===== src/rtl/cache_ctrl_2way.sv =====
// cache_ctrl_2way
//   Control FSM for a 2-way set-associative, write-back, write-allocate cache
//   with multi-word lines. Hits complete in the request cycle. On a miss, the
//   controller picks a victim using per-set LRU bits, bursts a dirty victim
//   back to memory, bursts the new line in through a pipelined read port,
//   then replays the original access.
//
// Ports
//   clk, rst                 clock, synchronous active-high reset
//   rd, wr, index            core request (held stable while stall=1)
//   hit0/1, valid0/1,
//   dirty0/1                 per-way tag compare result and line status
//   mem_stall, mem_rvalid    memory handshake (accept / read data present)
//   mem_err, cache_err       error indications
//   comp, way, cache_en,
//   cache_write, fill,
//   word_off                 way-array control
//   wb_tag_sel, mem_rd,
//   mem_wr                   memory control
//   stall, done, cache_hit,
//   err                      core handshake and completion status
module cache_ctrl_2way #(
  parameter int OFF_W   = 2,
  parameter int IDX_W   = 8,
  parameter int MAX_OUT = 4
) (
  input  logic             clk,
  input  logic             rst,
  input  logic             rd,
  input  logic             wr,
  input  logic [IDX_W-1:0] index,
  input  logic             hit0,
  input  logic             hit1,
  input  logic             valid0,
  input  logic             valid1,
  input  logic             dirty0,
  input  logic             dirty1,
  input  logic             mem_stall,
  input  logic             mem_rvalid,
  input  logic             mem_err,
  input  logic             cache_err,
  output logic             comp,
  output logic             way,
  output logic             cache_en,
  output logic             cache_write,
  output logic             fill,
  output logic [OFF_W-1:0] word_off,
  output logic             wb_tag_sel,
  output logic             mem_rd,
  output logic             mem_wr,
  output logic             stall,
  output logic             done,
  output logic             cache_hit,
  output logic             err
);

  localparam int WORDS    = 1 << OFF_W;
  localparam int NUM_SETS = 1 << IDX_W;
  localparam int CW       = OFF_W + 1;

  localparam logic [CW-1:0] WORDS_C   = CW'(WORDS);
  localparam logic [CW-1:0] LAST_C    = CW'(WORDS - 1);
  localparam logic [CW-1:0] MAX_OUT_C = CW'(MAX_OUT);
  localparam logic [CW-1:0] ONE_C     = CW'(1);

  typedef enum logic [2:0] {
    S_IDLE,
    S_WB,
    S_FILL,
    S_REPLAY,
    S_DONE,
    S_ERR
  } state_t;

  state_t            state;
  logic              victim;
  logic [CW-1:0]     issue_cnt;
  logic [CW-1:0]     recv_cnt;
  logic [CW-1:0]     out_cnt;
  logic [NUM_SETS-1:0] lru;

  logic req;
  logic hit_w0;
  logic hit_w1;
  logic hit_any;
  logic hit_way;
  logic miss_victim;
  logic victim_wb;
  logic err_in;
  logic ret;
  logic rd_issue;
  logic rd_accept;

  assign req     = rd | wr;
  assign hit_w0  = hit0 & valid0;
  assign hit_w1  = hit1 & valid1;
  assign hit_any = hit_w0 | hit_w1;
  // Way 0 wins if both ways claim a hit (should not happen with unique tags).
  assign hit_way = ~hit_w0;

  // Prefer an empty way; only fall back to LRU when both ways hold data.
  assign miss_victim = !valid0 ? 1'b0 : (!valid1 ? 1'b1 : lru[index]);
  assign victim_wb   = miss_victim ? (valid1 & dirty1) : (valid0 & dirty0);

  assign err_in = mem_err | cache_err;

  // Stray read data with nothing outstanding is dropped.
  assign ret = mem_rvalid && (out_cnt != '0);

  // A returning word owns word_off, so no new read is issued that cycle.
  assign rd_issue  = (state == S_FILL) && !ret && !err_in &&
                     (issue_cnt < WORDS_C) && (out_cnt < MAX_OUT_C);
  assign rd_accept = rd_issue && !mem_stall;

  // Output decode: array/memory controls follow the current state and inputs.
  always_comb begin
    comp        = 1'b0;
    way         = 1'b0;
    cache_en    = 1'b0;
    cache_write = 1'b0;
    fill        = 1'b0;
    word_off    = '0;
    wb_tag_sel  = 1'b0;
    mem_rd      = 1'b0;
    mem_wr      = 1'b0;
    stall       = 1'b0;
    done        = 1'b0;
    cache_hit   = 1'b0;
    err         = 1'b0;
    unique case (state)
      S_IDLE: begin
        cache_en = 1'b1;
        if (req) begin
          comp = 1'b1;
          if (hit_any) begin
            way         = hit_way;
            cache_write = wr;
            done        = 1'b1;
            cache_hit   = 1'b1;
          end else begin
            stall = 1'b1;
          end
        end
      end
      S_WB: begin
        stall      = 1'b1;
        cache_en   = 1'b1;
        way        = victim;
        wb_tag_sel = 1'b1;
        mem_wr     = !err_in;
        word_off   = issue_cnt[OFF_W-1:0];
      end
      S_FILL: begin
        stall = 1'b1;
        way   = victim;
        if (ret && !err_in) begin
          cache_en    = 1'b1;
          cache_write = 1'b1;
          fill        = 1'b1;
          word_off    = recv_cnt[OFF_W-1:0];
        end else if (rd_issue) begin
          mem_rd   = 1'b1;
          word_off = issue_cnt[OFF_W-1:0];
        end
      end
      S_REPLAY: begin
        stall       = 1'b1;
        cache_en    = 1'b1;
        comp        = 1'b1;
        way         = victim;
        cache_write = wr & !err_in;
      end
      S_DONE: begin
        stall = 1'b1;
        done  = 1'b1;
      end
      S_ERR: begin
        stall = 1'b1;
        done  = 1'b1;
        err   = 1'b1;
      end
      default: begin
        stall = 1'b1;
      end
    endcase
  end

  // State, victim, burst counters and LRU bits.
  always_ff @(posedge clk) begin
    if (rst) begin
      state     <= S_IDLE;
      victim    <= 1'b0;
      issue_cnt <= '0;
      recv_cnt  <= '0;
      out_cnt   <= '0;
      lru       <= '0;
    end else begin
      unique case (state)
        S_IDLE: begin
          if (req) begin
            if (hit_any) begin
              lru[index] <= ~hit_way;
            end else begin
              victim <= miss_victim;
              state  <= victim_wb ? S_WB : S_FILL;
            end
          end
        end
        S_WB: begin
          if (err_in) begin
            state <= S_ERR;
          end else if (!mem_stall) begin
            if (issue_cnt == LAST_C) begin
              issue_cnt <= '0;
              state     <= S_FILL;
            end else begin
              issue_cnt <= issue_cnt + ONE_C;
            end
          end
        end
        S_FILL: begin
          if (err_in) begin
            state <= S_ERR;
          end else begin
            if (rd_accept) begin
              issue_cnt <= issue_cnt + ONE_C;
              out_cnt   <= out_cnt + ONE_C;
            end else if (ret) begin
              out_cnt <= out_cnt - ONE_C;
            end
            if (ret) begin
              recv_cnt <= recv_cnt + ONE_C;
              if (recv_cnt == LAST_C) begin
                issue_cnt <= '0;
                recv_cnt  <= '0;
                out_cnt   <= '0;
                state     <= S_REPLAY;
              end
            end
          end
        end
        S_REPLAY: begin
          if (err_in) begin
            state <= S_ERR;
          end else begin
            lru[index] <= ~victim;
            state      <= S_DONE;
          end
        end
        S_DONE: begin
          state <= S_IDLE;
        end
        S_ERR: begin
          issue_cnt <= '0;
          recv_cnt  <= '0;
          out_cnt   <= '0;
          state     <= S_IDLE;
        end
        default: begin
          state <= S_IDLE;
        end
      endcase
    end
  end

endmodule


===== config.mk =====
export PLATFORM = sky130hd
export DESIGN_NAME = cache_ctrl_2way
export DESIGN_NICKNAME = d
export VERILOG_FILES = /design/src/rtl/cache_ctrl_2way.sv
export SDC_FILE = /design/constraint.sdc
export NUM_CORES = 1
export LEC_CHECK = 0
export BUFFER_PORTS_ARGS = -buffer_cell sky130_fd_sc_hd__clkbuf_2
export CELL_PAD_IN_SITES_DETAIL_PLACEMENT = 1
export CELL_PAD_IN_SITES_GLOBAL_PLACEMENT = 1
export CORE_ASPECT_RATIO = 0.9
export CORE_MARGIN = 8
export CORE_UTILIZATION = 46
export CTS_CLUSTER_DIAMETER = 80
export DETAILED_ROUTE_END_ITERATION = 7
export GPL_TIMING_DRIVEN = 0
export PLACE_DENSITY = 0.74
export SYNTH_ARGS = -nofsm -noshare
export SYNTH_HDL_FRONTEND = slang
export SYNTH_SLANG_ARGS = --single-unit

===== constraint.sdc =====
create_clock -name clk -period 4.3 [get_ports clk]
set_input_delay 0 -clock clk [delete_from_list [all_inputs] [get_ports clk]]
set_output_delay 0 -clock clk [all_outputs]
set_load 0.01 [all_outputs]

==> results of run 1 <==
## placed cells by master (no fill, tap or decap), types with 4 or more instances in the layout
master	n
mux2_2	7
or3_1	69
nand2b_1	13
a21oi_1	268
clkbuf_16	31
buf_6	4
clkinv_2	6
nor2_1	50
mux2i_1	13
bufinv_16	7
mux4_2	48
a2111oi_0	11
clkbuf_1	156
mux4_1	7
a311oi_1	195
nor3_1	19
nor2b_1	20
inv_1	21
and3_1	4
dfxtp_1	269
buf_2	15
nor4_1	7
o21ai_0	80
nand2_1	37
a211oi_1	6
a22oi_1	11
dlygate4sd3_1	9
a31oi_1	5
nand3_1	13
clkbuf_2	31
ha_1	7
## cell families (layout without fill, tap and decap cells)
family                   after synthesis  after routing  synth area share, %
AND/OR/NAND/NOR                      252            252                 10.4
multiplexers                          75             75                 11.3
XOR/XNOR                               1              1               0.0674
AO/OA/AOI/OAI                        596            596                 29.7
adder cells (fa/ha/maj)                7              7                0.674
buffers and inverters                196            291                 6.35
flip-flops                           269            269                 41.5
## per-stage QoR
step | std cells | setup slack (ps) | utilization, % | cell area, um2 | hold WS (ps)
after global placement | 1787 | 680 | 48.8 | 13600 | 327
after global routing | 1851 | 58.8 | 53.0 | 14800 | 75.8
after floorplan | 1396 | 1850 | - | 13000 | 133
final | 1851 | 120 | 53.0 | 14800 | 14.2
after detailed placement | 1787 | 653 | 48.8 | 13600 | 339
after CTS | 1851 | 410 | 53.0 | 14800 | 12.0
## area by class of cell
type / count / area [um2] / share of cell area, %
Multi-Input combinational cell: 931 / 6780 / 45.9
Sequential cell: 269 / 5390 / 36.4
Clock buffer: 40 / 840 / 5.68
Buffer: 175 / 746 / 5.05
Tap cell: 360 / 450 / 3.05
Clock inverter: 15 / 255 / 1.73
Timing Repair Buffer: 40 / 245 / 1.66
Inverter: 21 / 78.8 / 0.533
## path summary, 6_finish.rpt
kind / start / depth (start not counted) / to
setup reg to reg: lru[163] / 10 / victim
hold / removal: mem_rvalid / 5 / out_cnt[1]
setup / recovery: index[2] / 12 / victim
hold reg to reg: recv_cnt[2] / 2 / recv_cnt[2]
## registers in the layout, indices dropped and copies added, names as in the netlist
signal	flops
out_cnt	3
issue_cnt	3
victim	1
lru	256
recv_cnt	3
state	3
## critical path, stage by stage
cell,delay (ps)
clkbuf_2,130
clkbuf_1,770
clkbuf_1,820
nor2_1,210
o41ai_1,410
nor4_1,110
a2111oi_0,550
a311oi_2,180
nand4b_1,220
dlygate4sd3_1,560
a21oi_1,140
dlygate4sd3_1,570
## timing repair
item | CTS | global route
hold endpoints to repair | 4 | 0
hold buffers | 9 | 0
setup endpoints to repair | 0 | 0
## routing by layer
metal	global-route usage, %	vias up	part of all wire [%]
met2	51.2	806	44
met1	46.2	6746	41
met3	6.76	186	10
met4	16.8	0	5.5
li1	-	5626	-
met5	0	-	0
## power by group through the flow
| stage | combinational, mW | sequential (mW) | clock, mW |
|---|---|---|---|
| floorplan | 0.497 | 2.58 | 0 |
| global placement | 0.817 | 2.58 | 0 |
| detailed placement | 0.828 | 2.58 | 0 |
| CTS | 0.847 | 2.53 | 2.89 |
| global route | 0.915 | 2.53 | 2.99 |
| finish | 0.876 | 2.53 | 2.90 |
==> results.md, run 1 <==
* Post CTS Setup Buffer Count at 0
* Number of synthesized flops with an enable pin at 0
* Top cells by area, synth: dfxtp_1 (41%), a311oi_1 (13%), a21oi_1 (10%), mux4_2 (8.3%), clkbuf_1 (4.3%)
* Syn Area/Cell at 9.30 um2
* Register area share after synthesis at roughly two fifths
* Row Count at 58
* Die footprint at 33,900 um2
* Synthesized area at 13,000 um2
* Tightest Pin Transition at 1250 ps
* Yosys top cell area share at 41.5%
* IO Count at 36
* Req. time, crit path at about 4800 ps
* R2R Setup Slk at 450 ps
* CTS tree: built
* First-pass GRT wire length at a little under 90 mm
* N_diodes at 0
* Post-DRT Antenna Nets at 0
* Clock buffer depth at 3
* CTS root buf: clkbuf_16
* Filler instances at ~3,200
* Rel. slew slack at 16.5%
* # DRC at 0
* RSZ-0062 raised after global routing: false
* Fin Setup TNS at 0 ps
* Gpl congestion at 0.972
* # H-tree levels at 1
* CTS resizes at 0
* DP Wirelength at 39.9 mm
* Synth Flop Type: dfxtp_1
* Combinational power share at 13.9%
* Clock skew at 12.9 ps
* Core footprint at 27,900 um2
* Grt total ovfl at 0
* Power Density at roughly 430 nW/um2
* Status: finished, final reports clean
* Synthesized instance count at 1,396
* Via count at around 13,000
* Worst hold path type: in -> reg
* Clk_lat worst skew at 570 ps
* Total GRT Usage at 34.1%
* Synth async-reset ratio at 0%
* VDD IR max at ~0.32 mV
* Max cap viols at 0
* NetSw at 1.79 mW
* Via/cell ratio at around 7.2
* CP startpoint kind: input pin
* Post-synth top cells: dfxtp_1 (269), a21oi_1 (268), a311oi_1 (195), clkbuf_1 (150), o21ai_0 (80)
* Distinct cells, synth at 54
* IO Port Bufs at 31
* Top fanout value on the critical path at 10
* Synthesis Warnings at 0
* Seq pwr share at 40.1%
* Nets at around 1,500
* CP Class: in -> reg
* Synthesized Nets at 1,425
* Count leader, synth: dfxtp_1
* Total power draw at 6.31 mW
* Net Sw Frac at between 20 and 30%
* Initial DRC Count at approximately 1,300
* Clock Power Share at 46.0%
* CP Capture Type: flip-flop
* Cts bufs inserted at 30
* Antenna violations before repair at 0
* 1st-pass router iterations at 5
* Final cycle utilization of the critical path at 97.2%
* Syn-to-layout area delta at 13.8%
* Drt wl/cell at 31.9 um
* Initial Util at a little under half
* Static leakage at 4.54 nW
* Setup violators final at 0
* Fmax at between 0.2 and 0.25 GHz
* Tmin final at 4180 ps
* Die Ht at 175 um
* Clock-pin slew on the worst setup and hold paths at approximately 60 ps
* Worst path arrival time at 4690 ps
* Max-slew violation count at 0
* Routed wire length at 59.1 mm
* Biggest area consumer among synthesized cells: dfxtp_1
* Die Wd at 193 um
* Flops & latches, synth at 269
* Sink Count at 269
* Largest net degree at the start of global routing at 15
* Final Hold Fails at 0
* Pint at approximately 4.5 mW
* Share of layout cells above drive strength 1 at 10.8%
* Vias in the first global route at around 13,000
Note: power is estimated with default switching activity, not from simulation.
==> inputs of run 2 (changes only) <==
--- a/config.mk
+++ b/config.mk
@@ -14,7 +14,7 @@
 export CTS_CLUSTER_DIAMETER = 80
 export DETAILED_ROUTE_END_ITERATION = 7
 export GPL_TIMING_DRIVEN = 0
-export PLACE_DENSITY = 0.74
+export PLACE_DENSITY_LB_ADDON = 0.1
 export SYNTH_ARGS = -nofsm -noshare
 export SYNTH_HDL_FRONTEND = slang
 export SYNTH_SLANG_ARGS = --single-unit
==> results.md, run 2 (same netlist as run 1, synthesis figures left out) <==
* Tmin final at just under 4000 ps
* Final Hold Fails at 0
* Die Ht at 175 um
* Hold_buf cts at 13
* CP Capture Type: flip-flop
* Antenna violations before repair at 1
* First-pass GRT wire length at 85.8 mm
* Power Density at 414 nW/um2
* Initial DRC Count at 1,315
* Routed wire length at roughly 58 mm
* Rel. slew slack at 10.8%
* Final cycle utilization of the critical path at between 80% and 90%
* Fmax at around 0.26 GHz
* Nets at 1,501
* VDD IR max at 0.341 mV
* Post CTS Setup Buffer Count at 0
* Die footprint at 33,900 um2
* IO Port Bufs at 31
* # DRC at 0
* Total power draw at ~6.1 mW
* Slowest cell on crit path: buf_1
* Final Instance Area at ~15,000 um2
* Grt total ovfl at 0
* RSZ-0062 raised after global routing: false
* Post-route worst setup slack at 458 ps
* Biggest register: lru
* Worst path arrival time at around 4400 ps
* Row Count at 58
* Vias in the first global route at 12,921
* Cts bufs inserted at 30
* Hold Slack at 69.1 ps
* IO Count at 36
* Via count at 13,222
* Crit-path leading delay family: buffers and inverters
* Clock skew at 20.3 ps
* Initial Util at 46.6%
* Static leakage at 4.53 nW
* Clock-pin slew on the worst setup and hold paths at 60 ps
* CP Class: in -> reg
* Fin Setup TNS at 0 ps
* Core footprint at about 28,000 um2
* CTS resizes at 0
* Largest net degree at the start of global routing at 15
* DP Wirelength at roughly 40 mm
* Clock buffer depth at 3
* Post-Place Worst Slack at around 660 ps
* Buf/Inv on CP at 4
* Worst hold path type: in -> reg
* Cells along the critical path: buf_2 > buf_1 > buf_2 > mux2i_1 > nor3_1 > nor4_1 > a2111oi_0 > a311oi_2 > mux2i_1 > dlygate4sd3_1 > o21ba_1
* Tightest Pin Transition at ~1300 ps
* CTS root buf: clkbuf_16
* Max-slew violation count at 0
* Max FFs per register at 256
* Post-DRT Antenna Nets at 0
* Sink Count at 269
* Post-DP Area at ~14,000 um2
* Top fanout value on the critical path at 10
* Total GRT Usage at 33.9%
* # H-tree levels at 1
* Share of layout cells above drive strength 1 at 10.8%
* CP peak stage delay at 730 ps
* CTS tree: built
* Status: finished, final reports clean
* Via/cell ratio at roughly 7
* Filler instances at 3,212
* Clk_lat worst skew at approximately 570 ps
* Syn-to-layout area delta at 13.6%
* Setup violators final at 0
* Most common cell after layout, fill and taps aside: dfxtp_1
* Max cap viols at 0
* Req. time, crit path at slightly below 5000 ps
* Most frequent cells in the layout: dfxtp_1 (269), a21oi_1 (268), a311oi_1 (195)
* CP startpoint kind: input pin
* N_diodes at 0
* Drt wl/cell at 31.4 um
* Die Wd at 193 um
* Gpl congestion at 0.993
* 1st-pass router iterations at 5
==> run 2: changes by cell type in the layout (fill, tap and decap cells not counted), sizes merged <==
| cell | previous run | this run |
|---|---|---|
| clkinvlp | 2 | 1 |
| dlygate4sd3 | 9 | 13 |
| clkinv | 6 | 4 |
| clkbuf | 221 | 231 |
| bufinv | 7 | 1 |
==> run 2: metal layers <==
| metal | global-route usage [%] | vias to the layer above | wire, um |
|---|---|---|---|
| met5 | 0 | - | 0 |
| met4 | 14.8 | 0 | 2840 |
| met3 | 6.72 | 169 | 5590 |
| met2 | 50.5 | 729 | 25300 |
| met1 | 46.9 | 6708 | 24600 |
| li1 | - | 5616 | - |
==> run 2: layout make-up <==
cell class / count / area [um2] / share of cell area, %
tap: 360 / 450 / 3.05
buffer: 175 / 746 / 5.05
inverter: 21 / 78.8 / 0.534
timing repair buffer: 44 / 285 / 1.93
clock inverter: 6 / 61.3 / 0.416
clock buffer: 50 / 967 / 6.56
sequential: 269 / 5390 / 36.5
multi-input combinational: 931 / 6780 / 46.0
==> run 2: power breakdown <==
part / switching (mW) / total, mW / internal (mW)
clock network: 1.12 / 2.70 / 1.58
logic: 0.655 / 0.880 / 0.226
registers: 0.0145 / 2.53 / 2.51
total: 1.79 / 6.11 / 4.32
==> run 2: path summary, 6_finish.rpt <==
kind	startpoint	endpoint	slack, ps	cells after the start
setup / recovery	index[1]	state[1]	460	11
hold / removal	index[7]	lru[2]	70	4
setup reg to reg	state[0]	lru[90]	470	7
hold reg to reg	recv_cnt[2]	recv_cnt[2]	450	2
==> run 2: worst reg2reg max path, cell delays in order, from the launching register on <==
cell and delay [ps]:
dfxtp_1 340, clkbuf_1 330, nand3b_1 270, a31oi_1 530, clkbuf_1 450, clkbuf_1 640
clkbuf_1 860, a311oi_1 230
==> run 2: metrics by stage <==
stage | instances | utilization, %
after global routing | 1856 | 52.9
after global placement | 1787 | 48.8
final | 1856 | 52.9
after detailed placement | 1787 | 48.8
after CTS | 1856 | 52.9
after floorplan | 1396 | -
==> inputs of run 3 (changes only) <==
--- a/config.mk
+++ b/config.mk
@@ -8,13 +8,13 @@
 export BUFFER_PORTS_ARGS = -buffer_cell sky130_fd_sc_hd__clkbuf_2
 export CELL_PAD_IN_SITES_DETAIL_PLACEMENT = 1
 export CELL_PAD_IN_SITES_GLOBAL_PLACEMENT = 1
-export CORE_ASPECT_RATIO = 0.9
 export CORE_MARGIN = 8
 export CORE_UTILIZATION = 46
 export CTS_CLUSTER_DIAMETER = 80
 export DETAILED_ROUTE_END_ITERATION = 7
 export GPL_TIMING_DRIVEN = 0
 export PLACE_DENSITY_LB_ADDON = 0.1
+export SKIP_LAST_GASP = 1
 export SYNTH_ARGS = -nofsm -noshare
 export SYNTH_HDL_FRONTEND = slang
 export SYNTH_SLANG_ARGS = --single-unit
==> results.md, run 3 (same netlist as run 1, synthesis figures left out) <==
* Clock buffer depth at 3
* Pint at approximately 4.3 mW
* Area of the multi-input gates at 6780 um2
* Die Ht at 184 um
* Clk_lat worst skew at 570 ps
* Largest net degree at the start of global routing at 15
* CTS tree: built
* CP Capture Type: flip-flop
* Combinational power share at 14.6%
* Worst hold path type: in -> reg
* IO Port Bufs at 31
* Most frequent cells in the layout: dfxtp_1 (269), a21oi_1 (268), a311oi_1 (195)
* Fmax at 0.241 GHz
* IO Count at 36
* Die footprint at 33,900 um2
* Top fanout value on the critical path at 10
* Worst path arrival time at 4590 ps
* Antenna violations before repair at 2
* N_diodes at 0
* Initial DRC Count at between 1,500 and 2,000
* Gpl congestion at 0.977
* Tightest Pin Transition at 1260 ps
* Clock-pin slew on the worst setup and hold paths at 70 ps
* Syn-to-layout area delta at 13.4%
* Cts bufs inserted at 30
* Most common cell after layout, fill and taps aside: dfxtp_1
* Via count at 13,188
* Power Density at 409 nW/um2
* Total GRT Usage at 34.1%
* # H-tree levels at 1
* # DRC at 0
* Setup violators final at 0
* CP startpoint kind: input pin
* Req. time, crit path at about 4700 ps
* Post-DP Area at 13,600 um2
* Tmin final at 4150 ps
* Nets at about 1,500
* Clock skew at 13.6 ps
* Row Count at 61
* Static leakage at 4.50 nW
* CTS resizes at 0
* CTS root buf: clkbuf_16
* DP Wirelength at 39.2 mm
* Share of layout cells above drive strength 1 at 10.5%
* 1st-pass router iterations at 6
* Vias in the first global route at roughly 13,000
* NetSw at 1.74 mW
* Filler instances at 3,223
* Register cell area after layout at 5390 um2
* Hold_buf cts at 12
* Grt total ovfl at 0
* Post CTS Setup Buffer Count at 0
* Post-DRT Antenna Nets at 0
* Status: finished, final reports clean
* VDD IR max at 0.290 mV
* Drt wl/cell at 31.4 um
* Biggest register: lru
* Final Instance Area at 14,700 um2
* Clock Power Share at around 44%
* Net Sw Frac at 29.0%
* Via/cell ratio at 7.06
* CP Class: in -> reg
* Fin Setup TNS at 0 ps
* Die Wd at 184 um
* Sink Count at 269
* Max-slew violation count at 0
* RSZ-0062 raised after global routing: false
* Final Hold Fails at 0
* Core footprint at about 28,000 um2
* Rel. slew slack at 16.0%
* Max cap viols at 0
* Max FFs per register at 256
* Total power draw at around 6.0 mW
* Routed wire length at 58.8 mm
* Initial Util at 46.8%
* Seq pwr share at a little over two fifths
* First-pass GRT wire length at 87.0 mm
* Final cycle utilization of the critical path at 96.5%
## run 3: metal layers
| layer | routed length [um] | part of all wire (%) | vias up | GRT usage [%] |
|---|---|---|---|---|
| met5 | 0 | 0 | - | 0 |
| met4 | 3470 | 5.9 | 0 | 17.4 |
| met3 | 5910 | 10 | 197 | 6.72 |
| met2 | 25800 | 44 | 773 | 52.3 |
| met1 | 23500 | 40 | 6614 | 45.0 |
| li1 | - | - | 5604 | - |
## run 3: path summary, 6_finish.rpt
path                                  start           to  slack [ps]  depth (start not counted)
worst min-delay path               index[7]       lru[2]          90                          4
worst max register to register     lru[224]       victim         230                         10
worst max-delay path               index[2]       victim         150                         11
worst min register to register  recv_cnt[2]  recv_cnt[2]         440                          2
## run 3: power by group through the flow
stage | combinational (mW) | sequential (mW) | clock, mW
6_report | 0.877 | 2.53 | 2.62
5_1_grt | 0.917 | 2.53 | 2.69
4_1_cts | 0.848 | 2.53 | 2.60
3_5_place_dp | 0.826 | 2.58 | 0
3_3_place_gp | 0.818 | 2.58 | 0
2_1_floorplan | 0.497 | 2.58 | 0
## run 3: stage by stage
step	worst slack (ps)	instances	hold slack (ps)	utilization, %
5_1_grt	3.64	1869	124	53.0
3_5_place_dp	663	1805	333	49.0
3_3_place_gp	556	1805	321	49.0
2_1_floorplan	1850	1396	133	-
4_1_cts	383	1869	43.0	53.0
6_report	149	1869	88.9	53.0
## run 3: final cells by class
cell class	instances	area share [%]
Timing Repair Buffer	43	1.87
Tap cell	378	3.21
Sequential cell	269	36.6
Multi-Input combinational cell	931	46.0
Clock buffer	48	6.38
Buffer	175	5.06
Inverter	21	0.535
Clock inverter	4	0.323
## run 3: critical path, stage by stage
cell           delay (ps)
clkbuf_2              120
clkbuf_1              670
clkbuf_1              760
a2111oi_0             300
nor4_1                530
a2111oi_0             230
a311oi_2              560
nand4b_1              180
dlygate4sd3_1         560
a21oi_1                70
dlygate4sd3_1         600
